===== src/rtl/cpu_bus_target_if.sv =====
// CPU-side bus bundle for cpu_bus_target: chip selects, strobes and the split ad bus.
// The CPU (or a bench standing in for it) uses the master modport; the target uses slave.
interface cpu_bus_target_if;
    logic [7:0]  cpu_ncs;
    logic        cpu_nrd;
    logic        cpu_nwrl_nwr;
    logic        cpu_nwrh_nlbs;
    logic [15:0] databus_i;
    logic [15:0] databus_o;
    logic        databus_oe;

    modport master (
        output cpu_ncs, cpu_nrd, cpu_nwrl_nwr, cpu_nwrh_nlbs, databus_i,
        input  databus_o, databus_oe
    );

    modport slave (
        input  cpu_ncs, cpu_nrd, cpu_nwrl_nwr, cpu_nwrh_nlbs, databus_i,
        output databus_o, databus_oe
    );
endinterface


===== src/rtl/cpu_bus_target.sv =====
// FPGA-side responder to CPU bus cycles on the shared 16-bit ad bus, backed by a small
// dual-ported register file. Define CPU_BUS_TARGET_WRCNT_EN to add a CPU-readable write counter.
module cpu_bus_target #(
    parameter int unsigned CS_IDX     = 0,
    parameter int unsigned ADDR_W     = 3,
    parameter logic [15:0] RESET_WORD = 16'h0000
) (
    input  logic              clk_12mhz,
    input  logic              nrst,
    cpu_bus_target_if.slave   bus,
    input  logic [ADDR_W-1:0] loc_addr,
    input  logic              loc_we,
    input  logic [15:0]       loc_wdata,
    output logic [15:0]       loc_rdata,
    output logic              cpu_wr_stb,
    output logic [ADDR_W-1:0] cpu_wr_addr
);

`ifdef CPU_BUS_TARGET_WRCNT_EN
    localparam int unsigned AW = ADDR_W + 1;
`else
    localparam int unsigned AW = ADDR_W;
`endif
    localparam int unsigned DEPTH = 1 << ADDR_W;

    typedef enum logic [2:0] {
        IDLE,
        ADDR,
        READ,
        WRITE,
        DONE
    } state_t;

    state_t      state, state_nx;
    logic [3:0]  sync1, sync2;
    logic        ncs_q;
    logic        ncs_s, nrd_s, nwrl_s, nwrh_s;
    logic [AW-1:0] addr, addr_nx;
    logic [15:0] wdata, wdata_nx;
    logic [1:0]  be, be_nx;
    logic        commit;
    logic        oe_nx;
    logic        cnt_sel;
    logic [15:0] rd_word;
    logic [ADDR_W-1:0] cpu_idx;
    logic [15:0] regs [DEPTH];
    logic        unused_bits;

    // Only the selected chip-select bit and the address field of ad are decoded.
    assign unused_bits = ^{bus.cpu_ncs, bus.databus_i};

    // Two-flop synchronisers, idle-high so reset looks like "no bus cycle".
    always_ff @(posedge clk_12mhz or negedge nrst) begin
        if (!nrst) begin
            sync1 <= '1;
            sync2 <= '1;
            ncs_q <= 1'b1;
        end else begin
            sync1 <= {bus.cpu_nwrh_nlbs, bus.cpu_nwrl_nwr, bus.cpu_nrd, bus.cpu_ncs[CS_IDX]};
            sync2 <= sync1;
            ncs_q <= sync2[0];
        end
    end

    assign ncs_s  = sync2[0];
    assign nrd_s  = sync2[1];
    assign nwrl_s = sync2[2];
    assign nwrh_s = sync2[3];

    assign cpu_idx = addr[ADDR_W-1:0];

`ifdef CPU_BUS_TARGET_WRCNT_EN
    logic [15:0] wr_cnt;

    assign cnt_sel = (addr == AW'(DEPTH));
    assign rd_word = cnt_sel ? wr_cnt : regs[cpu_idx];

    always_ff @(posedge clk_12mhz or negedge nrst) begin
        if (!nrst) begin
            wr_cnt <= 16'h0000;
        end else if (commit) begin
            wr_cnt <= wr_cnt + 16'd1;
        end
    end
`else
    assign cnt_sel = 1'b0;
    assign rd_word = regs[cpu_idx];
`endif

    always_ff @(posedge clk_12mhz or negedge nrst) begin
        if (!nrst) begin
            state <= IDLE;
            addr  <= '0;
            wdata <= 16'h0000;
            be    <= 2'b00;
        end else begin
            state <= state_nx;
            addr  <= addr_nx;
            wdata <= wdata_nx;
            be    <= be_nx;
        end
    end

    // NOTE: every variable gets a default before the case so no path leaves one unassigned (no latches).
    always_comb begin
        state_nx = state;
        addr_nx  = addr;
        wdata_nx = wdata;
        be_nx    = be;
        commit   = 1'b0;
        oe_nx    = 1'b0;
        case (state)
            IDLE: begin
                if (ncs_q && !ncs_s) begin
                    addr_nx  = bus.databus_i[AW:1];
                    be_nx    = 2'b00;
                    state_nx = ADDR;
                end
            end
            ADDR: begin
                if (ncs_s) begin
                    state_nx = IDLE;
                end else if (!nrd_s) begin
                    state_nx = READ;
                end else if (!nwrl_s || !nwrh_s) begin
                    state_nx = WRITE;
                end
            end
            READ: begin
                if (nrd_s || ncs_s) begin
                    state_nx = DONE;
                end else begin
                    oe_nx = 1'b1;
                end
            end
            WRITE: begin
                if (!nwrl_s) begin
                    wdata_nx[7:0] = bus.databus_i[7:0];
                    be_nx[0]      = 1'b1;
                end
                if (!nwrh_s) begin
                    wdata_nx[15:8] = bus.databus_i[15:8];
                    be_nx[1]       = 1'b1;
                end
                // Commit uses this cycle's merged lanes so a strobe still low at CS release counts.
                if ((nwrl_s && nwrh_s) || ncs_s) begin
                    commit   = (|be_nx) && !cnt_sel;
                    state_nx = DONE;
                end
            end
            DONE: begin
                if (ncs_s) begin
                    state_nx = IDLE;
                end
            end
            default: state_nx = IDLE;
        endcase
    end

    always_ff @(posedge clk_12mhz or negedge nrst) begin
        if (!nrst) begin
            bus.databus_oe <= 1'b0;
            bus.databus_o  <= 16'h0000;
            cpu_wr_stb     <= 1'b0;
            cpu_wr_addr    <= '0;
        end else begin
            bus.databus_oe <= oe_nx;
            if (oe_nx) begin
                bus.databus_o <= rd_word;
            end
            cpu_wr_stb <= commit;
            if (commit) begin
                cpu_wr_addr <= cpu_idx;
            end
        end
    end

    // NOTE: the register file is small enough to reset as flops; a large RAM would not be reset this way.
    always_ff @(posedge clk_12mhz or negedge nrst) begin
        if (!nrst) begin
            for (int i = 0; i < int'(DEPTH); i++) begin
                regs[i] <= RESET_WORD;
            end
            loc_rdata <= 16'h0000;
        end else begin
            loc_rdata <= regs[loc_addr];
            // NOTE: non-blocking updates; the CPU lanes are scheduled after the local word so they win a collision.
            if (loc_we) begin
                regs[loc_addr] <= loc_wdata;
            end
            if (commit) begin
                if (be_nx[0]) begin
                    regs[cpu_idx][7:0] <= wdata_nx[7:0];
                end
                if (be_nx[1]) begin
                    regs[cpu_idx][15:8] <= wdata_nx[15:8];
                end
            end
        end
    end

endmodule

===== src/flat_wrapper.sv =====
// flat-port wrapper written by rule: the top's interface ports become plain ports
module cpu_bus_target_flat 
#(
    parameter int unsigned CS_IDX     = 0,
    parameter int unsigned ADDR_W     = 3,
    parameter logic [15:0] RESET_WORD = 16'h0000
)
  (clk_12mhz, nrst, loc_addr, loc_we, loc_wdata, loc_rdata, cpu_wr_stb, cpu_wr_addr, bus_cpu_ncs, bus_cpu_nrd, bus_cpu_nwrl_nwr, bus_cpu_nwrh_nlbs, bus_databus_i, bus_databus_o, bus_databus_oe);
  cpu_bus_target_if bus_i ();
  input  logic clk_12mhz;
  input  logic nrst;
  input  logic [ADDR_W-1:0] loc_addr;
  input  logic loc_we;
  input  logic [15:0] loc_wdata;
  output logic [15:0] loc_rdata;
  output logic cpu_wr_stb;
  output logic [ADDR_W-1:0] cpu_wr_addr;
  input wire logic [$bits(bus_i.cpu_ncs)-1:0] bus_cpu_ncs;
  input wire logic [$bits(bus_i.cpu_nrd)-1:0] bus_cpu_nrd;
  input wire logic [$bits(bus_i.cpu_nwrl_nwr)-1:0] bus_cpu_nwrl_nwr;
  input wire logic [$bits(bus_i.cpu_nwrh_nlbs)-1:0] bus_cpu_nwrh_nlbs;
  input wire logic [$bits(bus_i.databus_i)-1:0] bus_databus_i;
  output wire logic [$bits(bus_i.databus_o)-1:0] bus_databus_o;
  output wire logic [$bits(bus_i.databus_oe)-1:0] bus_databus_oe;
  assign bus_i.cpu_ncs = bus_cpu_ncs;
  assign bus_i.cpu_nrd = bus_cpu_nrd;
  assign bus_i.cpu_nwrl_nwr = bus_cpu_nwrl_nwr;
  assign bus_i.cpu_nwrh_nlbs = bus_cpu_nwrh_nlbs;
  assign bus_i.databus_i = bus_databus_i;
  assign bus_databus_o = bus_i.databus_o;
  assign bus_databus_oe = bus_i.databus_oe;
  cpu_bus_target #(.CS_IDX(CS_IDX), .ADDR_W(ADDR_W), .RESET_WORD(RESET_WORD)) u_core (.clk_12mhz(clk_12mhz), .nrst(nrst), .bus(bus_i), .loc_addr(loc_addr), .loc_we(loc_we), .loc_wdata(loc_wdata), .loc_rdata(loc_rdata), .cpu_wr_stb(cpu_wr_stb), .cpu_wr_addr(cpu_wr_addr));
endmodule

===== config.mk =====
export PLATFORM = sky130hd
export DESIGN_NAME = cpu_bus_target_flat
export DESIGN_NICKNAME = d
export VERILOG_FILES = /design/src/rtl/cpu_bus_target_if.sv /design/src/rtl/cpu_bus_target.sv /design/src/flat_wrapper.sv
export SDC_FILE = /design/constraint.sdc
export NUM_CORES = 1
export LEC_CHECK = 0
export BUFFER_PORTS_ARGS = -buffer_cell sky130_fd_sc_hd__buf_4
export CORE_MARGIN = 2
export CORE_UTILIZATION = 25
export CTS_CLUSTER_DIAMETER = 100
export DETAILED_ROUTE_END_ITERATION = 8
export SYNTH_ARGS = -nofsm -noshare
export SYNTH_HDL_FRONTEND = slang
export SYNTH_SLANG_ARGS = --single-unit

===== constraint.sdc =====
create_clock -name clk_12mhz -period 5.65 [get_ports clk_12mhz]
set_clock_uncertainty 0.2 [all_clocks]
set_input_delay 1.13 -clock clk_12mhz [delete_from_list [all_inputs] [get_ports clk_12mhz]]
set_output_delay 1.13 -clock clk_12mhz [all_outputs]
set_load 0.02 [all_outputs]

## Word-level counts from Yosys, hierarchy flattened

Index checks and enable logic that the tools add are counted.

- Magnitude comparators: 4
- Equality and inequality tests: 9
- Mux-type cells: 41
- Bitwise gates (word level): 2
- Reduce and logical (&&, ||, !) cells: 14

Operators with widths:

| operator | count |
|---|---|
| 2-to-1 mux 128 bit | 5 |
| bitwise mux 128 bit | 3 |
| demux 16 bit (select 3 bit) | 3 |
| 2-to-1 mux 16 bit | 7 |
| binary-select mux 16 bit (select 3 bit) | 2 |
| 2-to-1 mux 8 bit | 3 |
| 2-to-1 mux 3 bit | 7 |
| one-hot mux 3 bit (5 select lines) | 1 |
| >= comparator 4 bit, second input constant | 2 |
| < comparator 4 x 1 -> 1 bit, second input constant | 2 |
| 2-to-1 mux 1 bit | 8 |
| != test 2 x 1 -> 1 bit, second input constant | 4 |
| NOT 3 -> 4 bit | 2 |
| == test 3 x 2 -> 1 bit, second input constant | 2 |
| AND reduction 5 bit | 1 |
| logical AND 1 bit | 4 |
| != test 4 bit, second input constant | 1 |
| one-hot mux 2 bit (2 select lines) | 1 |
| == test 3 x 1 -> 1 bit, second input constant | 1 |
| == test 3 bit, second input constant | 1 |
| zero test 1 bit | 3 |
| zero test 3 bit | 1 |
| logical OR 1 bit | 3 |
| 2-to-1 mux 2 bit | 1 |
| other kinds (2) | 2 |

- Register bits after elaboration: 198
- Bits of input ports: 49
- Output and inout bits: 37

## Logic depth before layout (Yosys ltp)

Gate-level depths: netlist of the first run.

- Depth in word-level cells: 13
- Gate-level depth with buffers: 7

## Worst setup path after synthesis of the first run

Ideal clock, no wire load.

- Path kind: input to register
- Start point: input port loc_addr[2]
- End point: register u_core.regs[56] (netlist name)
- Library setup time: 148 ps
- Arrival time: 2487 ps
- Setup slack: 2815 ps
- Stages on the path: 6
- Cell sequence: clkbuf_1 -> nor3b_1 -> buf_2 -> buf_1 -> mux2i_1 -> mux2i_1

- Cells in the longest elaborated chain, start to end: 13

RTL lines:

| element | RTL line | RTL |
|---|---|---|
| start, declared | flat_wrapper.sv:12 | `input logic [ADDR_W-1:0] loc_addr;` |
| NOT 3 -> 4 bit (implied by the code) (*) | cpu_bus_target.sv:189 | `regs[loc_addr] <= loc_wdata;` |
| >= comparator 4 bit (implied by the code) or < comparator 4 x 1 -> 1 bit (tied branches) | cpu_bus_target.sv:189 |  |
| logical AND 1 bit (implied by the code) | cpu_bus_target.sv:189 |  |
| 2-to-1 mux 16 bit (implied by the code) | cpu_bus_target.sv:189 |  |
| demux 16 bit (select 3 bit) (*) | cpu_bus_target.sv:189 |  |
| bitwise mux 128 bit (*) | cpu_bus_target.sv:189 |  |
| 2-to-1 mux 128 bit (*) | cpu_bus_target.sv:188 | `if (loc_we) begin` |
| bitwise mux 128 bit | cpu_bus_target.sv:193 | `regs[cpu_idx][7:0] <= wdata_nx[7:0];` |
| 2-to-1 mux 128 bit | cpu_bus_target.sv:192 | `if (be_nx[0]) begin` |
| 2-to-1 mux 128 bit | cpu_bus_target.sv:191 | `if (commit) begin` |
| bitwise mux 128 bit | cpu_bus_target.sv:196 | `regs[cpu_idx][15:8] <= wdata_nx[15:8];` |
| 2-to-1 mux 128 bit | cpu_bus_target.sv:195 | `if (be_nx[1]) begin` |
| 2-to-1 mux 128 bit (*) | cpu_bus_target.sv:191 |  |
| end signal, assigned by index | cpu_bus_target.sv:189 |  |
| end signal, assigned by index | cpu_bus_target.sv:193 |  |
| end signal, assigned by index | cpu_bus_target.sv:196 |  |
| end, declared | cpu_bus_target.sv:46 | `logic [15:0] regs [DEPTH];` |

Every way passes the cells marked *; elsewhere a longest branch is shown, timed or not. The select of a mux whose other input is x is not followed.
A chain may end at the register's enable or synchronous reset.

## Worst setup path in the final report of the first run

- Start point: input port loc_addr[0]
- End point: register u_core.regs[59] (netlist name)

The elaborated chain is that of the path after synthesis.

==> results of run 1 <==
## power groups by stage
stage	Combinational [mW]	Sequential, mW	Clock (mW)
3_5_place_dp	1.88	2.20	0
2_1_floorplan	1.20	2.15	0
5_1_grt	2.03	2.23	1.37
3_3_place_gp	1.84	2.20	0
6_report	1.88	2.19	1.29
4_1_cts	1.89	2.18	1.32
## sequential cells by signal, summed over array words and instances, names as in the netlist
| name | flops |
|---|---|
| u_core.addr | 3 |
| u_core.sync2 | 4 |
| u_core.bus.databus_oe | 1 |
| u_core.wdata | 16 |
| u_core.cpu_wr_addr | 3 |
| u_core.loc_rdata | 16 |
| u_core.be | 2 |
| u_core.ncs_q | 1 |
| u_core.cpu_wr_stb | 1 |
| u_core.sync1 | 4 |
| u_core.regs | 128 |
| u_core.bus.databus_o | 16 |
| u_core.state | 3 |
## synthesized netlist by cell type, types with 3 or more instances
cell type / count / area (µm²)
a211o_1: 3 / 26.28
a21oi_1: 11 / 55.05
a221oi_1: 17 / 148.9
a22oi_1: 6 / 45.04
a31oi_1: 9 / 56.30
buf_1: 16 / 60.06
buf_2: 21 / 105.1
clkbuf_1: 29 / 108.9
dfrtp_1: 189 / 4730
dfstp_2: 9 / 236.5
inv_1: 19 / 71.32
mux2_2: 35 / 394.1
mux2i_1: 291 / 2913
mux4_2: 36 / 810.8
nand2_1: 14 / 52.55
nand2_2: 8 / 50.05
nand2b_1: 5 / 31.28
nand3_1: 3 / 15.01
nand3b_1: 5 / 37.54
nand4b_1: 3 / 26.28
nor2_1: 19 / 71.32
nor2_4: 6 / 67.56
nor2b_1: 6 / 37.54
nor3b_1: 3 / 22.52
o21a_1: 3 / 22.52
o21ai_0: 12 / 60.06
o221ai_1: 3 / 26.28
## path summary, 6_finish.rpt
kind	start	to	slack [ps]	cells after the start
worst max-delay path	loc_addr[0]	u_core.regs[59]	2290	6
worst min register to register	u_core.sync1[1]	u_core.sync2[1]	160	0
min in group asynchronous	nrst	u_core.wdata[13]	630	1
max in group asynchronous	nrst	u_core.addr[2]	3620	2
worst max register to register	u_core.state[1]	u_core.regs[98]	2430	4
worst min-delay path	u_core.sync1[1]	u_core.sync2[1]	160	0
## metrics by stage
stage               cells  utilization, %  total power [mW]
floorplan             814               -             3.352
global placement     1378           27.99             4.042
detailed placement   1378           27.99             4.088
CTS                  1410           29.46             5.391
global route         1410           29.46             5.630
finish               1411           29.46             5.356
## layout make-up
| cell class | instances | share of cell area [%] |
|---|---|---|
| multi-input combinational | 531 | 42.95 |
| antenna | 1 | 0.02029 |
| sequential | 198 | 40.30 |
| timing repair buffer | 91 | 5.692 |
| clock inverter | 13 | 1.319 |
| clock buffer | 19 | 3.673 |
| tap | 539 | 5.469 |
| inverter | 19 | 0.5783 |
## worst max-delay path: cells and delay by family
family                 cells  cell delay (ps)
buffers and inverters      2              760
multiplexers               2              320
AND/OR/NAND/NOR            2             1200
## kinds of logic (layout without fill, tap and decap cells)
| family | count (synthesis) | after routing |
|---|---|---|
| buffers and inverters | 85 | 142 |
| AND/OR/NAND/NOR | 91 | 91 |
| other | 0 | 1 |
| flip-flops | 198 | 198 |
| AO/OA/AOI/OAI | 78 | 78 |
| multiplexers | 362 | 362 |
## routing by layer
metal / vias up / track usage [%]
met5: - / 0
met4: 0 / 5.429
li1: 3138 / -
met2: 218 / 24.34
met1: 3661 / 19.96
met3: 44 / 2.843
==> metrics.md, run 1 <==
| Metric | Value |
|---|---|
| Combinational fraction of design power | 35.0% |
| DP Wirelength | 20430 µm |
| Ys async rst share | 100.0% |
| Largest fanout on the critical path | 38 |
| Leading register cell type out of synthesis | dfrtp_1 |
| Global-route wire length before repair | 49090 µm |
| Minimum period implied by the final worst setup slack | 3356 ps |
| Relative contribution of the clock network to total power | 24.1% |
| Weighted congestion at the end of routability-driven global placement | 0.8109 |
| Cell area after synthesis | 10570 µm² |
| # port buffers | 78 |
| Internal | 3.329 mW |
| Standard-cell row count | 75 |
| Synthesized netlist net count | 863 |
| Number of enable-type register cells in the synthesized netlist | 0 |
| Pin count of the biggest net entering global routing | 125 |
| Via count | 7061 |
| Data arrival at the endpoint of the critical path | 3440 ps |
| Core box area | 41850 µm² |
| H-tree Lvls | 4 |
| Placement Cell Area | 11710 µm² |
| Met2 routed wirelength | 15570 µm |
| Switching portion of total power | 37.85% |
| Post-route DRC | 0 |
| Fraction of the mapped netlist area in compound gates | 5.291% |
| Result of the run | finished clean |
| Leakage power of the design | 5.593 nW |
| Startpoint class of the critical path | primary input |
| Unrepaired setup endpoints after global routing | no |
| Pre-antenna DRT Iters | 5 |
| # Post-CTS Setup Buffers | 0 |
| Routed met3 length | 1622 µm |
| Width of the chip | 209.6 µm |
| Kind of end point of the critical path | flop |
| Latest clock arrival within the worst-skew pair | 450 ps |
| Total negative slack | 0 ps |
| CTS tree | done |
| Share of final-layout standard cells stronger than drive strength 1 | 26.52% |
| Crit Path Category | primary input to flop |
| Highest routed layer | met4 |
| Residual overflow from global routing | 0 |
| Multiplexer area fraction after synthesis | 38.95% |
| Met1 Routed Length | 14450 µm |
| Most frequent cells in the layout | 291 x mux2i_1, 186 x dfrtp_1, 89 x buf_4 |
| Sequential Area | 4970 µm² |
| Register bit count reported by yosys | 198 |
| Antenna Violating Nets Remaining | 0 |
| Slowest library cell on the worst path | nor3b_2 |
| Nets | 907 |
| HP Class | flop to flop |
| Number of fill cells | 4265 |
| DIE AREA | 43950 µm² |
| Average routed wire per standard cell | 22.99 µm |
| Number of antenna violations at the first check in global routing | 0 |
| Count of cells resized by post-cts repair | 0 |
| Clock transition at path regs | 80 ps |
| Violation count after the first detailed-route iteration | 457 |
| Total wire length | 32440 µm |
| Mean cell area of the mapped netlist | 12.99 µm² |
| Number of global-route vias before repair | 7551 |
| Worst endpoint required time | 5730 ps |
| Number of setup violations in the final report | 0 |
| Max capacitance violation total | 0 |
| Adder and majority cell fraction of the synthesized area | 0% |
| Max Buffers Root-to-Sink | 2 |
| Worst VDD drop | 0.2316 mV |
| Buffer type at the clock tree root | clkbuf_16 |
| Initial standard-cell utilization of the core | 25.26% |
| Worst Tran Pin Value | 1123 ps |
| Yosys warning count | 0 |
| Post-Synth Simple-Gate Area | 5.515% |
| Achievable frequency | 0.2979 GHz |
| Count of cell types in the netlist | 53 |
| Period utilization | 59.41% |
| Worst path setup slack after routing | 2294 ps |
| Die height | 209.6 µm |
| Post-route cell area | 12330 µm² |
| Sequence of cells on the critical path | buf_4 > nand2b_1 > nor3b_2 > buf_4 > mux2i_1 > mux2i_1 |
| Dominant combinational cell family by area after synthesis | multiplexers |
| Hold Violations, Final | 0 |
| Clock Sinks | 198 |
| Number of pins exceeding their max-slew limit in the final report | 0 |
| Number of primary I/O pins | 86 |
| Final-layout worst hold slack | 157.9 ps |
| Multi-input logic area | 5296 µm² |
| Via density per instance | 5.004 |
| Area growth, synth to finish | 16.65% |
| Relative slew slack | 24.42% |
| Portion of the post-synthesis area used by sequential elements | 46.98% |
| Power density over cell area | 434.4 nW/µm² |
| Count of mapped cells out of synthesis | 814 |
| Critical path's largest stage delay | 860 ps |
| Share of total power in sequential cells | 40.8% |
| Global-route total usage across every layer | 14.99% |
| Switching power total | 2.027 mW |
| Number of hold-repair buffers added at the cts stage | 0 |
| Total clock buffers created by CTS | 17 |
| Post-synthesis share of cell area spent on xor and xnor gates | 0% |
| Post-place setup slack | 1908 ps |
| Most common cell after layout, fill and taps aside | mux2i_1 |
Note: power is estimated with default switching activity, not from simulation.
==> run 2: changes to the inputs <==
clock period = 3.4 ns   (was 5.65 ns; I/O delays follow)
==> run 2 against run 1 <==
Clock-buffer cell count stayed put. Power up 67%. Combinational power rose by 75%. Flip-flop and latch count did not move. Final cell count up 1.8%. Routed wire length is 0.51% higher. Sequential share of layout area decreased by 0.59 points. Clock power is 59% higher. Register-to-register slack got worse by 1700 ps. Critical endpoint is now u_core.regs[100].
==> metrics.md, run 2 (synthesized netlist as in run 1, its figures left out) <==
| Metric | Value |
|---|---|
| Worst VDD drop | 0.3798 mV (+64%) |
| Width of the chip | 209.6 µm (unchanged) |
| Max capacitance violation total | 0 (unchanged) |
| Clock Sinks | 198 (unchanged) |
| HP Class | primary input to flop |
| Core box area | 41850 µm² (unchanged) |
| Worst path setup slack after routing | 695.0 ps (-1598 ps) |
| Antenna Violating Nets Remaining | 0 (unchanged) |
| Total negative slack | 0 ps (unchanged) |
| Buffer type at the clock tree root | clkbuf_16 |
| Residual overflow from global routing | 0 (unchanged) |
| Via density per instance | 5.046 (+0.83%) |
| Global-route total usage across every layer | 15.12% (+0.12 points) |
| Clock transition at path regs | 80 ps (about the same) |
| Achievable frequency | 0.3697 GHz |
| Most frequent cells in the layout | 291 x mux2i_1, 186 x dfrtp_1, 111 x buf_4 |
| Slowest library cell on the worst path | or4_1 |
| Number of primary I/O pins | 86 (unchanged) |
| H-tree Lvls | 4 (unchanged) |
| Weighted congestion at the end of routability-driven global placement | 0.8148 (+0.48%) |
| Nets | 932 (+2.8%) |
| Critical path's top delay family | simple AND/OR/NAND/NOR gates |
| Share of final-layout standard cells stronger than drive strength 1 | 28.24% (+1.7 points) |
| Post-layout total power | 8.919 mW (+67%) |
| Post-route DRC | 0 (unchanged) |
| Most common cell after layout, fill and taps aside | mux2i_1 |
| Data arrival at the endpoint of the critical path | 2870 ps (-570 ps) |
| Critical path's largest stage delay | 730 ps (-130 ps) |
| Largest fanout on the critical path | 8 (-79%) |
| Number of global-route vias before repair | 7567 (+0.21%) |
| Total clock buffers created by CTS | 17 (unchanged) |
| Power density over cell area | 712.7 nW/µm² (+64%) |
| Hold Violations, Final | 0 (unchanged) |
| Latest clock arrival within the worst-skew pair | 450 ps (about the same) |
| Standard-cell row count | 75 (unchanged) |
| Violation count after the first detailed-route iteration | 692 (+51%) |
| # port buffers | 78 (unchanged) |
| Global-route wire length before repair | 49510 µm (+0.86%) |
| Number of setup violations in the final report | 0 (unchanged) |
| Worst endpoint required time | 3560 ps (-2170 ps) |
| Crit Path Category | flop to flop |
| DP Wirelength | 21340 µm (+4.5%) |
| Area growth, synth to finish | 18.38% |
| Period utilization | 79.56% |
| Number of antenna violations at the first check in global routing | 2 (+2) |
| Via count | 7251 (+2.7%) |
| Total wire length | 32600 µm (+0.51%) |
| Startpoint class of the critical path | flop |
| Max Buffers Root-to-Sink | 2 (unchanged) |
| Worst Tran Pin Value | 920.8 ps (-202.5 ps) |
| Register with the most flip-flops | u_core.regs |
| DIE AREA | 43950 µm² (unchanged) |
| Sequence of cells on the critical path | a21oi_1 > or4_1 > nor3_4 > mux2i_1 |
| Pin count of the biggest net entering global routing | 62 (-50%) |
| Post-place setup slack | 687.0 ps (-1221 ps) |
| Number of pins exceeding their max-slew limit in the final report | 0 (unchanged) |
| Average routed wire per standard cell | 22.69 µm (-1.3%) |
| Relative slew slack | 36.86% (+12 points) |
| Kind of end point of the critical path | flop |
| Leakage power of the design | 5.700 nW (+1.9%) |
| # Post-CTS Setup Buffers | 0 (unchanged) |
| Flip-flop count of the largest register, all copies and words added | 128 (unchanged) |
| Minimum period implied by the final worst setup slack | 2705 ps |
| Die height | 209.6 µm (unchanged) |
| Initial standard-cell utilization of the core | 25.26% (unchanged) |
| Combined buffer and inverter count along the critical path | 0 (-2) |
| Result of the run | finished clean |
| Unrepaired setup endpoints after global routing | no |
| Pre-antenna DRT Iters | 5 (unchanged) |
| CTS tree | done |
-- run 2: changes by cell type in the layout (fill, tap and decap cells not counted), moves of 2 or more --
cell | before | now
buf_4 | 89 | 111
buf_12 | 1 | 3
clkbuf_1 | 0 | 2
clkbuf_8 | 3 | 1
-- run 2: cell type report --
type / instances / area (µm²)
timing repair buffer: 116 / 917.1
fill: 4261 / 29340
tap: 539 / 674.4
antenna: 2 / 5.005
clock buffer: 19 / 432.9
sequential: 198 / 4970
inverter: 19 / 71.32
clock inverter: 13 / 147.6
multi-input combinational: 531 / 5296
-- run 2: routing by layer --
layer | routed length (µm) | part of all wire, % | track usage (%)
met4 | 816 | 2.5 | 5.747
met3 | 2154 | 6.6 | 3.801
met2 | 15460 | 47 | 23.98
met1 | 14170 | 43 | 19.90
met5 | 0 | 0 | 0
-- run 2: per-stage QoR --
| step | area [µm²] | std cells | utilization (%) | hold slack (ps) |
|---|---|---|---|---|
| floorplan | 10570 | 814 | - | 145.2 |
| global placement | 11920 | 1402 | 28.48 | 146.8 |
| detailed placement | 11920 | 1402 | 28.48 | 146.8 |
| CTS | 12510 | 1435 | 29.89 | 108.9 |
| global route | 12510 | 1437 | 29.90 | 109.4 |
| finish | 12510 | 1437 | 29.90 | 130.8 |
-- run 2: final timing paths --
kind | start | to | slack (ps) | cells past startpoint
min in group asynchronous | nrst | u_core.regs[25] | 550 | 2
hold / removal | bus_cpu_nwrl_nwr | u_core.sync1[2] | 130 | 1
hold reg to reg | u_core.sync1[1] | u_core.sync2[1] | 160 | 0
setup / recovery | u_core.sync2[0] | u_core.regs[100] | 700 | 4
max in group asynchronous | nrst | u_core.addr[0] | 1610 | 3
setup reg to reg | u_core.sync2[0] | u_core.regs[100] | 700 | 4
-- run 2: repair_timing --
| item | CTS | global route |
|---|---|---|
| hold buffers | 1 | 0 |
| hold endpoints to repair | 45 | 0 |
| gates resized for setup | 0 | 0 |
-- run 2: power by group --
part | internal (mW) | switching, mW
clock | 1.09 | 0.961
sequential | 3.02 | 0.555
combinational | 1.47 | 1.82
total | 5.58 | 3.34
